===== config.mk =====
export PLATFORM = sky130hd
export DESIGN_NAME = hoplite_traffic_gen
export DESIGN_NICKNAME = d
export VERILOG_FILES = /design/src/rtl/hoplite_traffic_gen.sv
export SDC_FILE = /design/constraint.sdc
export NUM_CORES = 1
export LEC_CHECK = 0
export CAP_MARGIN = 20
export CORE_ASPECT_RATIO = 0.7
export CORE_MARGIN = 5
export CORE_UTILIZATION = 45
export DETAILED_ROUTE_END_ITERATION = 10
export GPL_TIMING_DRIVEN = 1
export PLACE_DENSITY = 0.76
export SLEW_MARGIN = 20
export SYNTH_ARGS = -nofsm -noshare
export SYNTH_HDL_FRONTEND = slang
export SYNTH_SLANG_ARGS = --single-unit
export TNS_END_PERCENT = 20

===== constraint.sdc =====
create_clock -name clk -period 5.37 [get_ports clk]
set_input_delay 0.8055 -clock clk [delete_from_list [all_inputs] [get_ports clk]]
set_output_delay 0.8055 -clock clk [all_outputs]
set_load 0.02 [all_outputs]

===== src/rtl/hoplite_traffic_gen.sv =====
// hoplite_traffic_gen
//    Per-node packet source for the Hoplite torus test fabric. Emits MEM_D
//    deterministic packets toward the router PE injection port, paced by a
//    token bucket (one token every MAX_RATE cycles, up to MAX_TOKEN stored).
//
// Ports
//    clk          clock, all state on rising edge
//    rst          asynchronous active-high reset
//    o_v          packet valid toward router PE port
//    o_rdy        router accepts the PE packet this cycle
//    o_d          payload {src, seq}
//    o_x, o_y     destination coordinates
//    done         all MEM_D packets accepted (sticky)
//    sent_count   packets accepted so far
//    stall_count  cycles with o_v=1 and o_rdy=0, saturating
module hoplite_traffic_gen #(
   parameter int D_W       = 16,
   parameter int X_DIM     = 4,
   parameter int Y_DIM     = 4,
   parameter int X         = 0,
   parameter int Y         = 0,
   parameter int MAX_RATE  = 5,
   parameter int MAX_TOKEN = 2,
   parameter int MEM_D     = 20,
   localparam int XW = (X_DIM > 1) ? $clog2(X_DIM) : 1,
   localparam int YW = (Y_DIM > 1) ? $clog2(Y_DIM) : 1,
   localparam int SW = $clog2(MEM_D + 1)
) (
   input  logic          clk,
   input  logic          rst,
   output logic          o_v,
   input  logic          o_rdy,
   output logic [D_W-1:0] o_d,
   output logic [XW-1:0] o_x,
   output logic [YW-1:0] o_y,
   output logic          done,
   output logic [SW-1:0] sent_count,
   output logic [15:0]   stall_count
);

   localparam int HW  = D_W / 2;
   localparam int RW  = (MAX_RATE > 1) ? $clog2(MAX_RATE) : 1;
   localparam int TW  = $clog2(MAX_TOKEN + 1);
   localparam int SRC = X + Y * X_DIM;

   // Reset destination is the node right after ourselves in row-major order.
   localparam int RST_X = (X == X_DIM - 1) ? 0 : X + 1;
   localparam int RST_Y = (X == X_DIM - 1) ? ((Y == Y_DIM - 1) ? 0 : Y + 1) : Y;

   localparam logic [HW-1:0] SRC_H = HW'(SRC);

   logic [RW-1:0] rate_cnt_q, rate_cnt_d;
   logic [TW-1:0] tokens_q, tokens_d;
   logic [SW-1:0] seq_q, seq_d;
   logic [XW-1:0] dest_x_q, dest_x_d;
   logic [YW-1:0] dest_y_q, dest_y_d;
   logic          done_q, done_d;
   logic [15:0]   stall_q, stall_d;

   logic          refill;
   logic          acc;
   logic          valid;
   logic [XW-1:0] x1, x2;
   logic [YW-1:0] y1, y2;

   assign refill = (rate_cnt_q == RW'(MAX_RATE - 1));
   assign valid  = (tokens_q != '0) && (seq_q != SW'(MEM_D));
   assign acc    = valid & o_rdy;

   // Destination is kept as (x, y) counters so no divide/modulo by the
   // torus dimensions is needed. Two candidate steps are computed; the
   // second is used only when the first lands on our own node.
   always_comb begin
      x1 = dest_x_q;
      y1 = dest_y_q;
      if (dest_x_q == XW'(X_DIM - 1)) begin
         x1 = '0;
         y1 = (dest_y_q == YW'(Y_DIM - 1)) ? '0 : dest_y_q + 1'b1;
      end else begin
         x1 = dest_x_q + 1'b1;
      end

      x2 = x1;
      y2 = y1;
      if (x1 == XW'(X_DIM - 1)) begin
         x2 = '0;
         y2 = (y1 == YW'(Y_DIM - 1)) ? '0 : y1 + 1'b1;
      end else begin
         x2 = x1 + 1'b1;
      end
   end

   always_comb begin
      rate_cnt_d = refill ? '0 : rate_cnt_q + 1'b1;

      // Refill and accept in the same cycle cancel; a refill into a full
      // bucket is dropped.
      tokens_d = tokens_q;
      if (refill && !acc) begin
         if (tokens_q != TW'(MAX_TOKEN)) tokens_d = tokens_q + 1'b1;
      end else if (!refill && acc) begin
         tokens_d = tokens_q - 1'b1;
      end

      seq_d    = seq_q;
      dest_x_d = dest_x_q;
      dest_y_d = dest_y_q;
      done_d   = done_q;
      if (acc) begin
         seq_d = seq_q + 1'b1;
         if (seq_q == SW'(MEM_D - 1)) done_d = 1'b1;
         if ((x1 == XW'(X)) && (y1 == YW'(Y))) begin
            dest_x_d = x2;
            dest_y_d = y2;
         end else begin
            dest_x_d = x1;
            dest_y_d = y1;
         end
      end

      stall_d = stall_q;
      if (valid && !o_rdy && (stall_q != 16'hFFFF)) stall_d = stall_q + 16'd1;
   end

   always_ff @(posedge clk or posedge rst) begin
      if (rst) begin
         rate_cnt_q <= '0;
         tokens_q   <= '0;
         seq_q      <= '0;
         dest_x_q   <= XW'(RST_X);
         dest_y_q   <= YW'(RST_Y);
         done_q     <= 1'b0;
         stall_q    <= '0;
      end else begin
         rate_cnt_q <= rate_cnt_d;
         tokens_q   <= tokens_d;
         seq_q      <= seq_d;
         dest_x_q   <= dest_x_d;
         dest_y_q   <= dest_y_d;
         done_q     <= done_d;
         stall_q    <= stall_d;
      end
   end

   // Packet fields come straight from registers, so they cannot move while
   // a packet waits for acceptance.
   assign o_v         = valid;
   assign o_d         = {SRC_H, HW'(seq_q)};
   assign o_x         = dest_x_q;
   assign o_y         = dest_y_q;
   assign done        = done_q;
   assign sent_count  = seq_q;
   assign stall_count = stall_q;

endmodule


==> results of run 1 <==
[Yosys cell counts, drive strengths merged]
library cell / instances / share of area
dfrtp: 30 / 0.43
mux2: 1 / 0.0064
o21ai: 7 / 0.020
a211oi: 3 / 0.013
inv: 9 / 0.019
nand3: 8 / 0.023
and4: 1 / 0.0050
buf: 19 / 0.082
dfstp: 1 / 0.015
nor4: 6 / 0.044
nand2b: 1 / 0.0036
ha: 9 / 0.064
a21oi: 4 / 0.011
xor2: 12 / 0.060
and4b: 1 / 0.0078
and3: 4 / 0.014
or2: 1 / 0.0036
mux2i: 3 / 0.017
o41ai: 1 / 0.0050
nor2: 6 / 0.013
or4b: 1 / 0.0057
nor3: 5 / 0.014
xnor2: 10 / 0.050
nor4b: 1 / 0.0050
or3: 1 / 0.0064
nand2: 13 / 0.028
nand4: 7 / 0.025
nor3b: 1 / 0.0043
nand4b: 1 / 0.0050
nand3b: 1 / 0.0043
conb: 1 / 0.0021
[cell families after synthesis]
kind of cell,count (synthesis)
multiplexers,4
XOR/XNOR,22
other,1
AND/OR/NAND/NOR,59
adder cells (fa/ha/maj),9
flip-flops,31
AO/OA/AOI/OAI,15
buffers and inverters,28
[how the worst max path moves through the flow]
stage                     cells past startpoint                    endpoint                 startpoint
final                                         5                         o_v  sent_count[0]$_DFFE_PP0P_
after global routing                          5                         o_v  sent_count[0]$_DFFE_PP0P_
after CTS                                     5                         o_v  sent_count[0]$_DFFE_PP0P_
after floorplan                               4                         o_v  sent_count[0]$_DFFE_PP0P_
after global placement                        4  stall_count[1]$_DFFE_PP0P_                      o_rdy
after detailed placement                      4  stall_count[1]$_DFFE_PP0P_                      o_rdy
[sequential cells by signal, summed over array words and instances, names as in the netlist]
signal       cells
stall_count     16
rate_cnt_q       3
done             1
o_y              2
tokens_q         2
sent_count       5
o_x              2
[metal layers]
layer	vias to the layer above	global-route usage	share of wire
met5	-	0	0
met4	0	0.0672	0.019
met3	7	0.0383	0.056
met2	29	0.196	0.45
met1	580	0.166	0.48
li1	631	-	-
[area by class of cell]
cell class / instances / share of cell area
multi-input cells: 120 / 0.390
flip-flops and latches: 31 / 0.356
repair buffers: 36 / 0.163
clock buffers: 8 / 0.0458
well taps: 52 / 0.0298
inverters: 9 / 0.0155
[metrics by stage]
step / cells / worst slack (ns) / hold slack, ns / util
finish: 256 / 2.66 / 0.456 / 0.567
global route: 256 / 2.55 / 0.489 / 0.567
CTS: 256 / 2.65 / 0.463 / 0.567
detailed placement: 248 / 2.88 / 0.454 / 0.541
global placement: 248 / 2.91 / 0.447 / 0.541
floorplan: 179 / 3.30 / 0.427 / -
[where the power goes]
group | switching [mW] | total, mW | leakage [nW] | internal, mW
sequential | 0.116 | 0.434 | 0.373 | 0.318
clock | 0.0831 | 0.200 | 0.0515 | 0.117
combinational | 0.297 | 0.571 | 0.508 | 0.274
total | 0.497 | 1.21 | 0.932 | 0.709
[layout by cell type, fill, tap and decap left out]
master / Yosys / final
clkbuf_8: 0 / 7
buf_4: 17 / 2
nand3_1: 8 / 8
and4b_4: 1 / 1
inv_1: 9 / 9
nor4b_1: 1 / 1
or4b_1: 1 / 1
dfstp_2: 1 / 1
a21oi_1: 4 / 4
or2_2: 1 / 1
nor3b_1: 1 / 1
clkbuf_1: 0 / 1
dfrtp_1: 30 / 30
and3_1: 4 / 4
nand3b_1: 1 / 1
nand4_1: 7 / 7
a211oi_1: 3 / 3
or3_4: 1 / 1
nor4_4: 1 / 1
o21ai_0: 7 / 7
nand4b_1: 1 / 1
o41ai_1: 1 / 1
nand2_1: 13 / 13
nand2b_1: 1 / 1
mux2i_1: 3 / 3
nor3_1: 5 / 5
mux2_2: 1 / 1
and4_1: 1 / 1
ha_1: 9 / 9
xor2_1: 12 / 12
xnor2_1: 10 / 10
nor2_1: 6 / 6
conb_1: 1 / 11
clkdlybuf4s50_1: 0 / 34
nor4_2: 4 / 5
==> impl_summary.txt, run 1 <==
----------------------------------------------------
[Run status]
  Run status ... finished clean

[Worst setup path]
  Type of element launching the critical path ... flop
  Logic depth of the worst register-to-register path ... 6
  Cell with the biggest individual delay on the critical path ... clkdlybuf4s50_1
  Reg-to-Reg End ... stall_count[1]$_DFFE_PP0P_
  Worst reg-to-reg setup slack ... 3.37 ns
  Delay of the slowest cell on the worst path ... 0.62 ns
  Buf+Inv Stages, Crit Path ... 2
  Crit Path Max Fanout ... 5
  Worst EP required ... 4.56 ns
  Arrival time of data at the critical path endpoint ... 1.91 ns
  Critical path type ... reg2out
  Reg2Reg Launch Point ... sent_count[0]$_DFFE_PP0P_
  Endpoint kind of the worst setup timing path ... output pin
  Chain of cells forming the critical path ... inv_1, ha_1, and4b_4, nor2_1, clkdlybuf4s50_1
  Family with the most delay on the worst path ... buffers and inverters

[Clock tree]
  CTS H-tree depth ... 2
  Post-CTS setup repair buffer count ... 0
  Total clock buffers created by CTS ... 5
  Clock-pin slew on the worst setup and hold paths ... 0.06 ns
  Insertion delay to the later sink of the worst-skew pair ... 0.28 ns
  Clock tree from TritonCTS ... built
  Clock root cell ... clkbuf_8
  Total of hold buffers inserted after clock tree synthesis ... 0
  Maximum clock path buffer count ... 2
  Number of sinks driven by the clock tree ... 31
  # resized after CTS ... 0

[Power and ir drop]
  Power after layout ... 1.21 mW
  Maximum vdd ir drop ... 255 µV
  Power density over the cells ... 552 mW/mm²
  Leakage component of the power ... 0.932 nW

[Global routing]
  All-layer global routing usage ... 0.129
  Via count of the first global-routing pass ... 1172
  Wire length of the first global-routing pass ... 5510 µm
  Gr ovfl total ... 0
  Maximum number of pins on one net before global-route repair ... 32
  Number of antenna violations at the first check in global routing ... 0

[Synthesis]
  Multiplexer area fraction after synthesis ... 0.0234
  Number of synthesized register bits ... 31
  Post-synthesis share of cell area spent on xor and xnor gates ... 0.109
  Compound-cell area share of the yosys netlist ... 0.0490
  Sequential fraction of the synthesis area ... 0.441
  Synthesized cell area ... 0.00176 mm²
  Synth cell types ... 35
  Warnings from Yosys ... 0
  Adder-cell share of the synthesized area ... 0.0639
  Combinational family with the most area after synthesis ... simple AND/OR/NAND/NOR gates
  Post-Synthesis Cells ... 169
  Simple-gate share of the synthesized area ... 0.211
  Synthesized area per cell ... 10.4 µm²

[Final layout]
  Area growth from synthesis to layout ... 23.8%
  Final standard cell area without fillers ... 0.00218 mm²
  Filler cell count ... 331
  # diodes ... 0
  Total area of sequential cells ... 777 µm²
  Area of the multi-input gates ... 852 µm²
  Layout cells sized above 1 ... 0.0980
  Net count, final ... 215

[Drt]
  Starting DRT DRC Count ... 47
  Number of antenna-violating nets in the routed design ... 0
  Average wire per cell in the routed design ... 12.4 µm
  Residual DRC count ... 0
  Overall routed net length ... 3170 µm
  Total via count in the routed design ... 1247
  Pre-antenna DRT Iters ... 4
  Detail-routed via count per cell ... 4.87

[Timing]
  Unrepaired setup endpoints after global routing ... false
  Setup violation total in the final timing report ... 0
  Top achievable clock speed ... 0.369 GHz
  Final setup TNS ... 0 ns
  Final number of max-transition violations ... 0
  Fin. Hold Viols ... 0
  Final worst-path cycle share ... 0.505
  Final critical delay including setup and external delays ... 2.71 ns
  Clock Skew ... 0.00470 ns

[Min path]
  Number of cells on the worst hold path ... 1
  Min-Delay Startpoint ... rate_cnt_q[0]$_DFF_PP0_
  Type of the worst min-delay path ... reg2reg
  Worst Hold End ... rate_cnt_q[0]$_DFF_PP0_

[Place]
  Port-buffer cells ... 34
  Cell area after placement ... 0.00208 mm²
  DPL Wire Length ... 2350 µm
  GPL Wtd Cong ... 0.759

[Die]
  Core Area ... 0.00385 mm²
  Initial core utilization ... 0.458
  Total die area ... 0.00529 mm²
  Site row count ... 19
  I/O pins ... 46
  Floorplan die height ... 62.4 µm
  Die X-Extent ... 84.8 µm

[Job]
  Max-Cap Viols ... 0

----------------------------------------------------
(Power assumes the default switching activity.)
==> inputs of run 2 (changes only) <==
Clock period 5.37 ns to 2.5 ns, I/O delays scaled along.
==> run 2 against run 1 <==
Against the previous run: die area is the same; design area up 0.80%; clock-buffer cell count down 2; cell count unchanged; clock power grew to 2.5 times the previous value; register-to-register slack worse by 2.9 ns; via count is 0.48% lower; first-iteration DRC count grew 77%; clock skew grew 0.0019 ns; critical path type unchanged; critical endpoint unchanged; largest power group unchanged.
==> impl_summary.txt, run 2 (synthesis results as in run 1) <==
----------------------------------------------------
[Clock tree]
  Maximum clock path buffer count ... 2 (unchanged)
  Insertion delay to the later sink of the worst-skew pair ... 0.28 ns (about the same)
  Clock root cell ... clkbuf_8
  Post-CTS setup repair buffer count ... 0 (unchanged)
  CTS H-tree depth ... 2 (unchanged)
  Clock tree from TritonCTS ... built
  Number of sinks driven by the clock tree ... 31 (unchanged)
  Total of hold buffers inserted after clock tree synthesis ... 0 (unchanged)
  Total clock buffers created by CTS ... 5 (unchanged)
  # resized after CTS ... 0 (unchanged)
  Clock-pin slew on the worst setup and hold paths ... 0.06 ns (about the same)

[Timing]
  Final critical delay including setup and external delays ... 2.28 ns
  Clock Skew ... 0.00657 ns (+0.00187 ns)
  Setup violation total in the final timing report ... 0 (unchanged)
  Unrepaired setup endpoints after global routing ... false
  Top achievable clock speed ... 0.439 GHz
  Final hold slack ... 0.463 ns (+0.00744 ns)
  Final setup TNS ... 0 ns (unchanged)
  Fin. Hold Viols ... 0 (unchanged)
  Post-layout worst setup margin ... 0.222 ns (-2.43 ns)
  Final number of max-transition violations ... 0 (unchanged)
  Final worst-path cycle share ... 0.911

[Final layout]
  Layout cells sized above 1 ... 0.103 (+0.00490)
  Final standard cell area without fillers ... 0.00220 mm² (+0.80%)
  Commonest non-fill, non-tap cells in the layout ... clkdlybuf4s50_1, dfrtp_1, nand2_1
  Leading cell type in the layout, fill and taps excluded ... clkdlybuf4s50_1
  Net count, final ... 215 (unchanged)
  Number of flip-flops under the largest register name ... 16 (unchanged)
  Filler cell count ... 353 (+6.6%)
  Area growth from synthesis to layout ... 24.8%
  # diodes ... 0 (unchanged)

[Place]
  DPL Wire Length ... 2390 µm (+1.6%)
  Port-buffer cells ... 34 (unchanged)
  GPL Wtd Cong ... 0.760 (+0.16%)
  Pre-CTS WS ... 0.437 ns (-2.44 ns)
  Cell area after placement ... 0.00208 mm² (unchanged)

[Power and ir drop]
  Power density over the cells ... 1210 mW/mm² (+120%)
  Maximum vdd ir drop ... 527 µV (+110%)
  Leakage component of the power ... 0.942 nW (+1.0%)

[Die]
  Site row count ... 19 (unchanged)
  Core Area ... 0.00385 mm² (unchanged)
  I/O pins ... 46 (unchanged)
  Total die area ... 0.00529 mm² (unchanged)
  Initial core utilization ... 0.458 (unchanged)
  Floorplan die height ... 62.4 µm (unchanged)
  Die X-Extent ... 84.8 µm (unchanged)

[Worst setup path]
  Critical path type ... reg2out
  Crit Path Max Fanout ... 5 (unchanged)
  Worst EP required ... 2.12 ns (-2.44 ns)
  Type of element launching the critical path ... flop
  Arrival time of data at the critical path endpoint ... 1.90 ns (about the same)
  Endpoint kind of the worst setup timing path ... output pin

[Drt]
  Starting DRT DRC Count ... 83 (+77%)
  Detail-routed via count per cell ... 4.85 (-0.48%)
  Residual DRC count ... 0 (unchanged)
  Pre-antenna DRT Iters ... 2 (-2)
  Overall routed net length ... 3170 µm (-0.16%)
  Number of antenna-violating nets in the routed design ... 0 (unchanged)
  Total via count in the routed design ... 1241 (-0.48%)
  Average wire per cell in the routed design ... 12.4 µm (-0.16%)

[Global routing]
  Maximum number of pins on one net before global-route repair ... 32 (unchanged)
  All-layer global routing usage ... 0.126 (-0.00272)
  Wire length of the first global-routing pass ... 5420 µm (-1.6%)
  Via count of the first global-routing pass ... 1170 (-0.17%)
  Gr ovfl total ... 0 (unchanged)
  Number of antenna violations at the first check in global routing ... 0 (unchanged)

[Min path]
  Type of the worst min-delay path ... in2async

[Job]
  Max-Cap Viols ... 0 (unchanged)

[Run status]
  Run status ... finished clean

----------------------------------------------------
==> run 2: cell count changes in the layout (fill, tap and decap cells not counted) <==
cell	before	now
bufinv_16	0	1
clkbuf_1	1	0
clkbuf_8	7	6
clkinv_2	0	1
==> run 2: layout make-up <==
| class | count | area (µm²) | area share |
|---|---|---|---|
| Clock buffer | 6 | 82.6 | 0.0375 |
| Clock inverter | 2 | 35.0 | 0.0159 |
| Inverter | 9 | 33.8 | 0.0153 |
| Multi-Input combinational cell | 120 | 852 | 0.387 |
| Sequential cell | 31 | 777 | 0.353 |
| Tap cell | 52 | 65.1 | 0.0296 |
| Timing Repair Buffer | 36 | 355 | 0.161 |
==> run 2: worst paths after layout <==
path | from | endpoint | slack, ns | cells past startpoint
max reg2reg | sent_count[0]$_DFFE_PP0P_ | stall_count[1]$_DFFE_PP0P_ | 0.50 | 6
max in group asynchronous | rst | o_x[0]$_DFFE_PP1P_ | 1.71 | 3
min in group clk | done$_DFFE_PP0P_ | done$_DFFE_PP0P_ | 0.47 | 2
max | sent_count[0]$_DFFE_PP0P_ | o_v | 0.22 | 5
min | rst | stall_count[0]$_DFFE_PP0P_ | 0.46 | 3
min reg2reg | done$_DFFE_PP0P_ | done$_DFFE_PP0P_ | 0.47 | 2
==> run 2: power by group <==
group	leakage (nW)	switching, mW	internal (mW)
combinational	0.508	0.639	0.589
sequential	0.373	0.252	0.683
clock	0.0612	0.178	0.322
==> run 2: critical path, cell delays in order, from the launching register on <==
cell	delay, ns
dfrtp_1	0.41
inv_1	0.09
ha_1	0.22
and4b_4	0.19
nor2_1	0.11
clkdlybuf4s50_1	0.62
==> run 2: per-layer routing <==
layer  wire length (µm)  vias to the layer above  global-route usage
li1                   -                      627                   -
met1               1520                      583               0.166
met2               1420                       26               0.190
met3                169                        5              0.0370
met4                 54                        0              0.0613
met5                  0                        -                   0
==> run 2: per-stage QoR <==
stage	power, mW	utilization	instances
final	2.66	0.571	256
after global routing	2.85	0.571	256
after CTS	2.70	0.571	256
after detailed placement	2.18	0.541	248
after global placement	2.15	0.541	248
after floorplan	1.71	-	179
==> inputs of run 3 (changes only) <==
Settings changed: CORE_UTILIZATION 45 to 40, PLACE_DENSITY 0.76 to 0.69, SLEW_MARGIN 20 to 10.
==> run 3 against run 2 <==
Against the previous run: non-clock buffer count stayed put; core utilization is 6.8 points lower; critical path type unchanged; sequential share of layout area is 0.53 points higher; maximum frequency is 0.93% higher; worst setup slack better by 0.021 ns; largest cell class unchanged; first-iteration DRC count is 53% lower; flip-flop and latch count stayed put.
==> impl_summary.txt, run 3 (synthesis results as in run 1) <==
----------------------------------------------------
[Run status]
  Run status ... finished clean

[Die]
  Total die area ... 0.00586 mm² (+11%)
  I/O pins ... 46 (unchanged)
  Floorplan die height ... 65.5 µm (+5.1%)
  Core Area ... 0.00430 mm² (+12%)
  Initial core utilization ... 0.410 (-0.0482)
  Die X-Extent ... 89.4 µm (+5.4%)
  Site row count ... 20 (+1)

[Min path]
  Number of cells on the worst hold path ... 1
  Min-Delay Startpoint ... rate_cnt_q[0]$_DFF_PP0_
  Type of the worst min-delay path ... reg2reg
  Worst Hold End ... rate_cnt_q[0]$_DFF_PP0_

[Worst setup path]
  Arrival time of data at the critical path endpoint ... 1.88 ns (-0.02 ns)
  Reg-to-Reg End ... stall_count[1]$_DFFE_PP0P_
  Reg2Reg Launch Point ... sent_count[0]$_DFFE_PP0P_
  Crit Path Max Fanout ... 5 (unchanged)
  Worst reg-to-reg setup slack ... 0.48 ns (-0.02 ns)
  Type of element launching the critical path ... flop
  Critical path type ... reg2out
  Logic depth of the worst register-to-register path ... 6 (unchanged)
  Endpoint kind of the worst setup timing path ... output pin
  Worst EP required ... 2.12 ns (about the same)

[Global routing]
  Maximum number of pins on one net before global-route repair ... 32 (unchanged)
  Met1 Use GR ... 0.181 (+0.0144)
  All-layer global routing usage ... 0.125 (-0.00173)
  Gr ovfl total ... 0 (unchanged)
  Most utilized layer in the global route result ... met1
  Wire length of the first global-routing pass ... 5640 µm (+4.1%)
  Via count of the first global-routing pass ... 1178 (+0.68%)
  Number of antenna violations at the first check in global routing ... 0 (unchanged)
  Routing usage on met3 ... 0.0439 (+0.00687)
  Met2 usage ... 0.169 (-0.0213)

[Clock tree]
  Clock tree from TritonCTS ... built
  Number of sinks driven by the clock tree ... 31 (unchanged)
  CTS H-tree depth ... 2 (unchanged)
  Total of hold buffers inserted after clock tree synthesis ... 0 (unchanged)
  Total clock buffers created by CTS ... 5 (unchanged)
  Insertion delay to the later sink of the worst-skew pair ... 0.28 ns (about the same)
  Post-CTS setup repair buffer count ... 0 (unchanged)
  # resized after CTS ... 0 (unchanged)
  Maximum clock path buffer count ... 2 (unchanged)
  Clock root cell ... clkbuf_8
  Clock-pin slew on the worst setup and hold paths ... 0.06 ns (about the same)

[Power and ir drop]
  Clock power frac ... 0.147 (-0.041)
  Leakage component of the power ... 0.923 nW (-2.0%)
  Switching Share ... 0.422 (+0.0205)
  Cell internal power dissipation ... 1.47 mW (-7.9%)
  Maximum vdd ir drop ... 584 µV (+11%)
  Fraction of power consumed by sequential logic ... 0.368 (+0.017)
  Combinational share of power ... 0.485 (+0.024)
  Net switching power figure ... 1.07 mW (+0.24%)
  Power density over the cells ... 1170 mW/mm² (-3.2%)

[Drt]
  Overall routed net length ... 3290 µm (+3.9%)
  Starting DRT DRC Count ... 39 (-53%)
  Number of antenna-violating nets in the routed design ... 0 (unchanged)
  Residual DRC count ... 0 (unchanged)
  Detail-routed via count per cell ... 4.73 (-2.4%)
  Total via count in the routed design ... 1225 (-1.3%)
  Pre-antenna DRT Iters ... 4 (+2)
  Average wire per cell in the routed design ... 12.7 µm (+2.7%)

[Place]
  Port-buffer cells ... 34 (unchanged)
  DPL Wire Length ... 2390 µm (about the same)
  Cell area after placement ... 0.00209 mm² (+0.18%)
  GPL Wtd Cong ... 0.742 (-2.4%)

[Final layout]
  Number of flip-flops under the largest register name ... 16 (unchanged)
  Final standard cell area without fillers ... 0.00217 mm² (-1.5%)
  Layout cells sized above 1 ... 0.0931 (-0.00980)
  # diodes ... 0 (unchanged)
  Leading cell type in the layout, fill and taps excluded ... clkdlybuf4s50_1
  Commonest non-fill, non-tap cells in the layout ... clkdlybuf4s50_1, dfrtp_1, nand2_1
  Net count, final ... 215 (unchanged)
  Area growth from synthesis to layout ... 23.0%

[Timing]
  Final worst-path cycle share ... 0.903 (-0.00844)
  Unrepaired setup endpoints after global routing ... false
  Final number of max-transition violations ... 0 (unchanged)
  Setup violation total in the final timing report ... 0 (unchanged)
  Fin. Hold Viols ... 0 (unchanged)
  Top achievable clock speed ... 0.443 GHz (+0.93%)
  Final critical delay including setup and external delays ... 2.26 ns (-0.0211 ns)
  Final setup TNS ... 0 ns (unchanged)
  Clock Skew ... 0.00792 ns (+0.00134 ns)

[Job]
  Max-Cap Viols ... 0 (unchanged)

----------------------------------------------------
run 3: changes by cell type in the layout (fill, tap and decap cells not counted), sizes merged:
cell / previous run / this run
bufinv: 1 / 0
clkbuf: 6 / 7
run 3: area by class of cell:
class | count | area, µm²
clock buffer | 7 | 76.3
clock inverter | 1 | 5.00
fill | 418 | 2140
inverter | 9 | 33.8
multi-input combinational | 120 | 852
sequential | 31 | 777
tap | 55 | 68.8
timing repair buffer | 36 | 355
run 3: worst max-delay path by stage:
stage                              startpoint                          to  cells after the start
finish              sent_count[0]$_DFFE_PP0P_                         o_v                      5
global route        sent_count[0]$_DFFE_PP0P_                         o_v                      5
CTS                 sent_count[0]$_DFFE_PP0P_                         o_v                      5
detailed placement                      o_rdy  stall_count[1]$_DFFE_PP0P_                      4
global placement                        o_rdy  stall_count[1]$_DFFE_PP0P_                      4
floorplan           sent_count[0]$_DFFE_PP0P_  stall_count[9]$_DFFE_PP0P_                      7
run 3: layer usage:
metal	vias up	wire, µm
li1	630	-
met1	552	1730
met2	35	1260
met3	8	236
met4	0	57
met5	-	0
run 3: per-stage QoR:
| stage | hold slack (ns) | util | setup slack [ns] | instances | total power, mW |
|---|---|---|---|---|---|
| floorplan | 0.427 | - | 0.528 | 179 | 1.71 |
| global placement | 0.444 | 0.485 | 0.489 | 251 | 2.15 |
| detailed placement | 0.446 | 0.485 | 0.434 | 251 | 2.18 |
| CTS | 0.459 | 0.504 | 0.221 | 259 | 2.57 |
| global route | 0.489 | 0.504 | 0.0999 | 259 | 2.74 |
| finish | 0.455 | 0.504 | 0.243 | 259 | 2.54 |
run 3: critical path, stage by stage, from the launching register on:
cell and delay (ns):
dfrtp_1 0.41, inv_1 0.09, ha_1 0.22, and4b_4 0.19, nor2_1 0.09, clkdlybuf4s50_1 0.60
run 3: power by group through the flow:
stage | Sequential, mW | Combinational, mW | Clock, mW
CTS | 0.935 | 1.25 | 0.389
finish | 0.934 | 1.23 | 0.373
global placement | 0.938 | 1.22 | 0
floorplan | 1.08 | 0.631 | 0
global route | 0.981 | 1.35 | 0.407
detailed placement | 0.942 | 1.24 | 0
